[config.mk]
export PLATFORM = sky130hd
export DESIGN_NAME = parity_frame_loader
export DESIGN_NICKNAME = d
export VERILOG_FILES = /design/src/rtl/parity_frame_loader.sv
export SDC_FILE = /design/constraint.sdc
export NUM_CORES = 1
export LEC_CHECK = 0
export ABC_AREA = 1
export CORE_MARGIN = 5
export CORE_UTILIZATION = 45
export CTS_CLUSTER_SIZE = 16
export DETAILED_ROUTE_END_ITERATION = 6
export GPL_TIMING_DRIVEN = 0
export MAX_ROUTING_LAYER = met4
export PLACE_DENSITY = 0.77
export SYNTH_ARGS = -nofsm -noshare
export SYNTH_HDL_FRONTEND = slang
export SYNTH_SLANG_ARGS = --single-unit
[constraint.sdc]
create_clock -name clk -period 2 [get_ports clk]
set_clock_uncertainty 0.05 [all_clocks]
set_input_delay 0.2 -clock clk [delete_from_list [all_inputs] [get_ports clk]]
set_output_delay 0.2 -clock clk [all_outputs]
set_load 0.05 [all_outputs]
[src/rtl/parity_frame_loader.sv]
// Serial loader and result collector for the 16-input parity cone: builds 16+1 bit frames,
// drives the cone, checks its q against the received parity bit and hands results downstream.
module parity_frame_loader #(
  parameter int PAR_LAT = 1,
  parameter bit ODD     = 1'b0,
  parameter int CNT_W   = 8
) (
  input  logic             clk,
  input  logic             rst,
  input  logic             ser_valid,
  input  logic             ser_data,
  output logic             ser_ready,
  output logic [15:0]      par_word,
  input  logic             par_q,
  output logic             res_valid,
  input  logic             res_ready,
  output logic [15:0]      res_word,
  output logic             res_err,
  output logic [CNT_W-1:0] err_cnt
);

  typedef enum logic [1:0] {
    SHIFT = 2'd0,
    EVAL  = 2'd1,
    HOLD  = 2'd2
  } state_t;

  localparam logic [2:0]       SETTLE_LAST = 3'(PAR_LAT);
  localparam logic [CNT_W-1:0] CNT_MAX     = '1;

  state_t      state;
  state_t      next_state;
  logic [4:0]  bit_idx;
  logic [15:0] shift_reg;
  logic        par_bit;
  logic [2:0]  settle_cnt;
  logic        take;
  logic        settle_done;
  logic        err_now;

  assign take        = ser_valid & ser_ready;
  // The counter starts at 0 on the parity edge, so q is sampled PAR_LAT+1 edges later.
  assign settle_done = (settle_cnt == SETTLE_LAST);
  assign err_now     = par_q ^ par_bit ^ ODD;

  always_ff @(posedge clk) begin
    if (rst) state <= SHIFT;
    else     state <= next_state;
  end

  always_comb begin
    next_state = state;
    case (state)
      SHIFT: if (take && bit_idx == 5'd16) next_state = EVAL;
      EVAL:  if (settle_done) next_state = HOLD;
      HOLD:  if (res_ready) next_state = SHIFT;
      default: next_state = SHIFT;
    endcase
  end

  always_ff @(posedge clk) begin
    if (rst) begin
      bit_idx    <= '0;
      shift_reg  <= '0;
      par_bit    <= 1'b0;
      settle_cnt <= '0;
      par_word   <= '0;
      res_word   <= '0;
      res_err    <= 1'b0;
      res_valid  <= 1'b0;
      err_cnt    <= '0;
      ser_ready  <= 1'b0;
    end else begin
      // Registered ready keeps the serial side free of combinational paths.
      ser_ready <= (next_state == SHIFT);
      case (state)
        SHIFT: begin
          if (take) begin
            if (bit_idx == 5'd16) begin
              par_word   <= shift_reg;
              par_bit    <= ser_data;
              settle_cnt <= '0;
              bit_idx    <= '0;
            end else begin
              shift_reg <= {shift_reg[14:0], ser_data};
              bit_idx   <= bit_idx + 5'd1;
            end
          end
        end
        EVAL: begin
          if (settle_done) begin
            res_word  <= par_word;
            res_err   <= err_now;
            res_valid <= 1'b1;
            if (err_now && err_cnt != CNT_MAX) err_cnt <= err_cnt + 1'b1;
          end else begin
            settle_cnt <= settle_cnt + 3'd1;
          end
        end
        HOLD: begin
          if (res_ready) res_valid <= 1'b0;
        end
        default: begin
          bit_idx <= '0;
        end
      endcase
    end
  end

endmodule

* Word-level counts from Yosys, hierarchy flattened *
Index checks and enable logic that the tools add are counted.

cells by class
  add/sub/neg operators = 3
  multiplexer cells = 14
  reduce and logical (&&, ||, !) cells = 14
  bitwise gates (word level) = 4
  eq/ne operators = 10

operators by type and width
  cell                                           number
  AND reduction 3 bit                            4
  two-way mux 5 bit                              2
  != test 2 bit, second input constant           5
  case mux 5 bit (2 select lines)                1
  two-way mux 3 bit                              3
  adder 8 x 1 -> 8 bit, second input constant    1
  != test 8 bit, second input constant           1
  two-way mux 2 bit                              3
  case mux 2 bit (3 select lines)                1
  case mux 3 bit (2 select lines)                1
  adder 5 x 1 -> 5 bit, second input constant    1
  == test 5 bit, second input constant           1
  zero test 2 bit                                2
  AND reduction 2 bit                            2
  AND reduction 4 bit                            1
  nonzero test 2 bit                             2
  adder 3 x 1 -> 3 bit, second input constant    1
  == test 3 x 1 -> 1 bit, second input constant  1
  == test 2 x 1 -> 1 bit, second input constant  1
  == test 2 bit, second input constant           1
  logical AND 1 bit                              2
  two-way mux 1 bit                              2
  inverter 1 bit                                 2
  case mux 1 bit (2 select lines)                1
  other kinds (3)                                3

word-level totals
  bits in registers = 70
  logic and storage cells = 56
  input port bits = 6
  output and inout port bits = 43

* Longest topological paths before layout *
Gate-level depths: netlist of run 1.

  depth in word-level cells = 5
  mapped depth = 11

* Worst setup path before layout of run 1 *
Ideal clock, no wire load.

  path kind = register -> register
  from = register err_cnt[0]
  to = register err_cnt[1]
  library setup time = 116 ps
  path slack = 267 ps
  buffers on the path = 0
  stages on the path, launching flop included = 9
  data required time = 1,834 ps
  arrival time = 1,567 ps
  cells stage by stage = dfxtp_1 > ha_1 > nand2_1 > nor2_1 > nand2_1 > nand2_2 > inv_2 > nor2_1 > nor2_1

on the way
  longest elaborated chain between the ends = 3
  elaborated cells on any way between the ends = 4

ends and longest elaborated chain
  what                                                          line  RTL
  start, declared                                               19    output logic [CNT_W-1:0] err_cnt
  start signal, assigned                                        95    if (err_now && err_cnt != CNT_MAX) err_cnt <= err_cnt + 1'b1;
  branches (longest 3 deep; another with adder 8 x 1 -> 8 bit)  -

Several ways; the timed one is not identified.
A chain may end at the register's enable or synchronous reset.

* Worst setup path in the final report of run 1 *
  from = register err_cnt[3]
  to = output err_cnt[3]

No word-level cell between the ends.

==> results of run 1 <==
## where the power goes
group / switching [uW] / total [uW] / internal, uW
clock network: 548 / 1130 / 579
registers: 17.8 / 1430 / 1420
logic: 72.5 / 112 / 39.4
## final cells by class
cell class,count,area [um2]
Fill cell,590,2660
Sequential cell,70,1400
Multi-Input combinational cell,282,1380
Timing Repair Buffer,48,480
Clock buffer,9,124
Inverter,30,118
Tap cell,77,96.3
Buffer,15,93.8
Clock inverter,7,73.8
## kinds of logic (layout without fill, tap and decap cells)
family / count (synthesis) / after routing / synth area share, %
and+or+nand+nor: 198 / 198 / 28.8
buffers and inverters: 45 / 109 / 7.07
AOI/OAI and AO/OA: 68 / 68 / 11.5
xor gates and xnor gates: 7 / 7 / 2.05
adders and majority gates: 9 / 9 / 3.76
DFF: 70 / 70 / 46.8
## final timing paths
check | from | endpoint | slack [ps] | cells past startpoint
max | err_cnt[3] | err_cnt[3] | 120 | 1
max reg2reg | state[0] | par_word[10] | 230 | 9
min | res_word[8] | res_word[8] | 420 | 2
min reg2reg | res_word[8] | res_word[8] | 420 | 2
## worst min-delay path: stages, from the launching register on
cell and delay (ps):
dfxtp_1 310, nand2_1 60, a21oi_1 50
## routing by layer
layer  wire [um]  vias up  track usage, %
li1            -     1378               -
met2        3420       58            29.2
met1        3110     1226            21.2
met5           0        -               -
met3         250       10            3.80
met4          59        0            5.90
## metrics by stage
stage	utilization (%)	std cells	power, uW
floorplan	-	397	1540
global placement	55.6	522	1570
detailed placement	55.6	522	1580
CTS	58.7	538	2690
global route	58.7	538	2780
finish	58.7	538	2670
## cells in the mapped netlist (2+ instances only)
library cell,number
dfxtp_1,70
nand4_1,2
inv_4,2
inv_1,26
nor2_1,79
nand3_2,3
nand2_1,82
nor2_4,3
clkbuf_1,7
o21ai_0,35
nand3_1,17
xor2_1,3
buf_6,4
a21oi_1,31
nor2_2,5
nand2_2,3
inv_2,2
buf_2,3
ha_1,9
nand3b_1,2
xnor2_1,4
==> flow_summary.yaml, run 1 <==
worst_setup_path:
  crit_chain: "clkdlybuf4s50_1"
  end_kind: "output pin"
  crit_slowest_cell: "clkdlybuf4s50_1"
  crit_buf_inv: 1
  critPathLaunchType: "flop"
  cp.arrival_ps: 1630
  crit_required_ps: 1750
  crit_type: "flop to output pin"
  crit_family: "buffers and inverters"
  cp_max_fo: 6
  cpPeakStageDelay_ps: 850
timing:
  finalSetupViolCount: 0
  hold_ws_ps: 416
  finalMaxSlewViolations: 0
  hold_viol: 0
  tightest_slew_ps: 553
  max_slew_margin_pct: 63.1
  clock.fmax_mhz: 531
  setup-tns-final_ps: 0
  setup_ws_ps: 116
  finalCritPeriodShare_pct: 94.2
  min_period_ps: 1880
  rsz0062_at_grt: "no"
die:
  start_util_pct: 46.6
  ios: 49
  die_area_um2: 8380
  fp.dieW_um: 91.6
  rows: 29
  die_h_um: 91.6
  core_region_area_um2: 6420
logic_synthesis:
  syn_avg_cell_area_um2: 7.54
  ys_top_cells_by_area: "dfxtp_1 (47%), nand2_1 (10%), nor2_1 (9.9%)"
  syn_inst: 397
  synth_fp_nets: 412
  yosysWarnings: 0
  ys.flop_type: "dfxtp_1"
  ys_ff_latch: 70
  syn-cell-area_um2: 2990
  yosysTopAreaCell: "dfxtp_1"
  synth_top_area_share_pct: 46.8
  ys_types: 26
  seq_area_frac_synth_pct: 46.8
  synth-async-reset-ratio_pct: 0
  synth_edf_count: 0
global_route:
  grt_max_degree: 14
  grt_usage_pct: 17.6
  gr-total-overflow: 0
  grt_first_pass_wirelength_um: 11800
  antenna_found_initial: 0
  first_global_vias: 2519
layout:
  mostFrequentLayoutCells: "nand2_1 (82), nor2_1 (79), dfxtp_1 (70), clkdlybuf4s50_1 (48), o21ai_0 (35)"
  num-nets-final: 471
  final_common_cell: "nand2_1"
  syn_to_final_growth_pct: 25.9
  final_area_um2: 3770
  antenna_cells: 0
  drive_gt1_share_pct: 9.76
placed_design:
  io_buffers: 48
  pre_cts_ws_ps: 149
  gp_congestion: 0.784
  place_area_um2: 3570
  place_hpwl_um: 5020
cts:
  cts_tree: "built"
  postCtsHoldBufs: 0
  cts.htree.levels: 3
  insertion_delay_ps: 340
  post-cts-setup-buffers: 0
  cts_root_buf: "clkbuf_8"
  cts_buffers: 9
  clkTransAtPathRegs_ps: 80
  cts_max_path_buffers: 2
  cts_sinks: 70
  cts_resized: 0
hold_path:
  hp-class: "flop to flop"
power:
  ir_drop_mv: 0.440
  power_density_nw_per_um2: 709
  p_leak_uw: 0.00156
routing:
  drtIter0Drc: 144
  vias: 2672
  viasPerCell: 4.97
  drc: 0
  drtPass1Iterations: 5
  ant_nets: 0
  wl_per_cell_um: 12.7
  totalWireLength_um: 6840
run_status:
  status: "finished, final reports clean"
run:
  maxCapViolCount: 0
Note: power is estimated with default switching activity, not from simulation.
==> run 2, diff against run 1 <==
--- a/config.mk
+++ b/config.mk
@@ -7,12 +7,11 @@
 export LEC_CHECK = 0
 export ABC_AREA = 1
 export CORE_MARGIN = 5
-export CORE_UTILIZATION = 45
+export CORE_UTILIZATION = 40
 export CTS_CLUSTER_SIZE = 16
 export DETAILED_ROUTE_END_ITERATION = 6
 export GPL_TIMING_DRIVEN = 0
-export MAX_ROUTING_LAYER = met4
-export PLACE_DENSITY = 0.77
+export PLACE_DENSITY = 0.71
 export SYNTH_ARGS = -nofsm -noshare
 export SYNTH_HDL_FRONTEND = slang
 export SYNTH_SLANG_ARGS = --single-unit
==> run 2 against run 1 <==
Sequential cell count stayed put. Count of clock-buffer cells in the layout rose by 2. Non-clock buffer count stayed put. Critical path type unchanged. Largest cell class unchanged. Highest routed layer unchanged.
==> flow_summary.yaml, run 2 (synthesized netlist as in run 1, its figures left out) <==
run_status:
  status: "finished, final reports clean"
timing:
  max_slew_margin_pct: 62.1
  hold_viol: 0
  hold_ws_ps: 417
  finalMaxSlewViolations: 0
  clock.fmax_mhz: 530
  tightest_slew_ps: 568
  setup_ws_ps: 114
  setup-tns-final_ps: 0
  finalCritPeriodShare_pct: 94.3
  rsz0062_at_grt: "no"
  min_period_ps: 1890
  finalSetupViolCount: 0
worst_setup_path:
  crit_family: "buffers and inverters"
  cp.arrival_ps: 1640
  cpPeakStageDelay_ps: 850
  reg2reg_to: "par_word[0]"
  worstReg2RegStart: "state[0]"
  cp_max_fo: 6
  reg2reg_slack_ps: 200
  worstRegToRegCells: 9
  crit_chain: "clkdlybuf4s50_1"
  crit_buf_inv: 1
  critPathLaunchType: "flop"
  crit_type: "flop to output pin"
  end_kind: "output pin"
  crit_required_ps: 1750
  crit_slowest_cell: "clkdlybuf4s50_1"
hold_path:
  hold_start: "res_word[1]"
  min_path_cells: 2
  whs_endpoint: "res_word[1]"
  hp-class: "flop to flop"
cts:
  postCtsHoldBufs: 0
  cts_tree: "built"
  cts.htree.levels: 3
  cts_max_path_buffers: 2
  clkTransAtPathRegs_ps: 70
  cts_buffers: 9
  post-cts-setup-buffers: 0
  cts_sinks: 70
  cts_root_buf: "clkbuf_8"
  cts_resized: 0
  insertion_delay_ps: 330
routing:
  drc: 0
  totalWireLength_um: 6850
  wl_per_cell_um: 12.2
  viasPerCell: 4.66
  drtPass1Iterations: 4
  vias: 2610
  drtIter0Drc: 123
  ant_nets: 0
die:
  fp.dieW_um: 96.5
  rows: 31
  die_h_um: 96.5
  core_region_area_um2: 7250
  ios: 49
  die_area_um2: 9310
  start_util_pct: 41.3
power:
  ir_drop_mv: 0.403
  p_leak_uw: 0.00157
  power_density_nw_per_um2: 712
layout:
  antenna_cells: 0
  final_common_cell: "nand2_1"
  mostFrequentLayoutCells: "nand2_1 (82), nor2_1 (79), dfxtp_1 (70), clkdlybuf4s50_1 (48), o21ai_0 (35)"
  fillers: 726
  num-nets-final: 471
  syn_to_final_growth_pct: 27.1
  drive_gt1_share_pct: 9.76
run:
  maxCapViolCount: 0
placed_design:
  place_hpwl_um: 5170
  gp_congestion: 0.844
  pre_cts_ws_ps: 166
  io_buffers: 48
global_route:
  grt_max_degree: 13
  gr-total-overflow: 0
  grt_first_pass_wirelength_um: 11400
  first_global_vias: 2446
  antenna_found_initial: 0
  grt_usage_pct: 15.7
[run 2: cell count changes in the layout (fill, tap and decap cells not counted)]
cell / change
clkbuf_8: +2
clkinv_4: -2
[run 2: per-layer routing]
| layer | wire (um) | track usage, % |
|---|---|---|
| met5 | 0 | 0 |
| met4 | 97 | 5.61 |
| met3 | 263 | 3.64 |
| met2 | 3330 | 27.3 |
| met1 | 3160 | 19.0 |
[run 2: through the flow]
| step | util [%] | total power (uW) | cell area [um2] | cells |
|---|---|---|---|---|
| global route | 52.5 | 2820 | 3800 | 560 |
| CTS | 52.5 | 2740 | 3800 | 560 |
| global placement | 49.6 | 1570 | 3600 | 544 |
| detailed placement | 49.6 | 1580 | 3600 | 544 |
| floorplan | - | 1540 | 2990 | 397 |
| finish | 52.5 | 2710 | 3800 | 560 |
[run 2: final cells by class]
type / instances / area (um2) / area share, %
buffer: 15 / 93.8 / 2.47
clock buffer: 11 / 151 / 3.98
clock inverter: 5 / 56.3 / 1.48
inverter: 30 / 118 / 3.09
multi-input combinational: 282 / 1380 / 36.3
sequential: 70 / 1400 / 36.8
tap: 99 / 124 / 3.26
timing repair buffer: 48 / 480 / 12.6
[run 2: power breakdown]
part	total, uW	leakage, uW	switching (uW)	internal, uW
Clock	1170	0.000106	524	644
Combinational	110	0.000897	70.6	39.3
Sequential	1430	0.000567	17.0	1420
[run 2: how the worst max path moves through the flow]
stage | start | end | slack (ps) | depth (start not counted)
2_1_floorplan | err_cnt[0] | err_cnt[1] | 270 | 8
3_3_place_gp | ser_valid | par_word[9] | 180 | 9
3_5_place_dp | ser_valid | par_word[14] | 170 | 9
4_1_cts | err_cnt[3] | err_cnt[3] | 90 | 1
5_1_grt | err_cnt[3] | err_cnt[3] | 10 | 1
6_report | err_cnt[3] | err_cnt[3] | 110 | 1
==> run 3, diff against run 2 <==
--- a/config.mk
+++ b/config.mk
@@ -8,7 +8,6 @@
 export ABC_AREA = 1
 export CORE_MARGIN = 5
 export CORE_UTILIZATION = 40
-export CTS_CLUSTER_SIZE = 16
 export DETAILED_ROUTE_END_ITERATION = 6
 export GPL_TIMING_DRIVEN = 0
 export PLACE_DENSITY = 0.71
==> results of run 3 <==
Same layout as run 2: the final DEF is identical, and so are final timing and power.
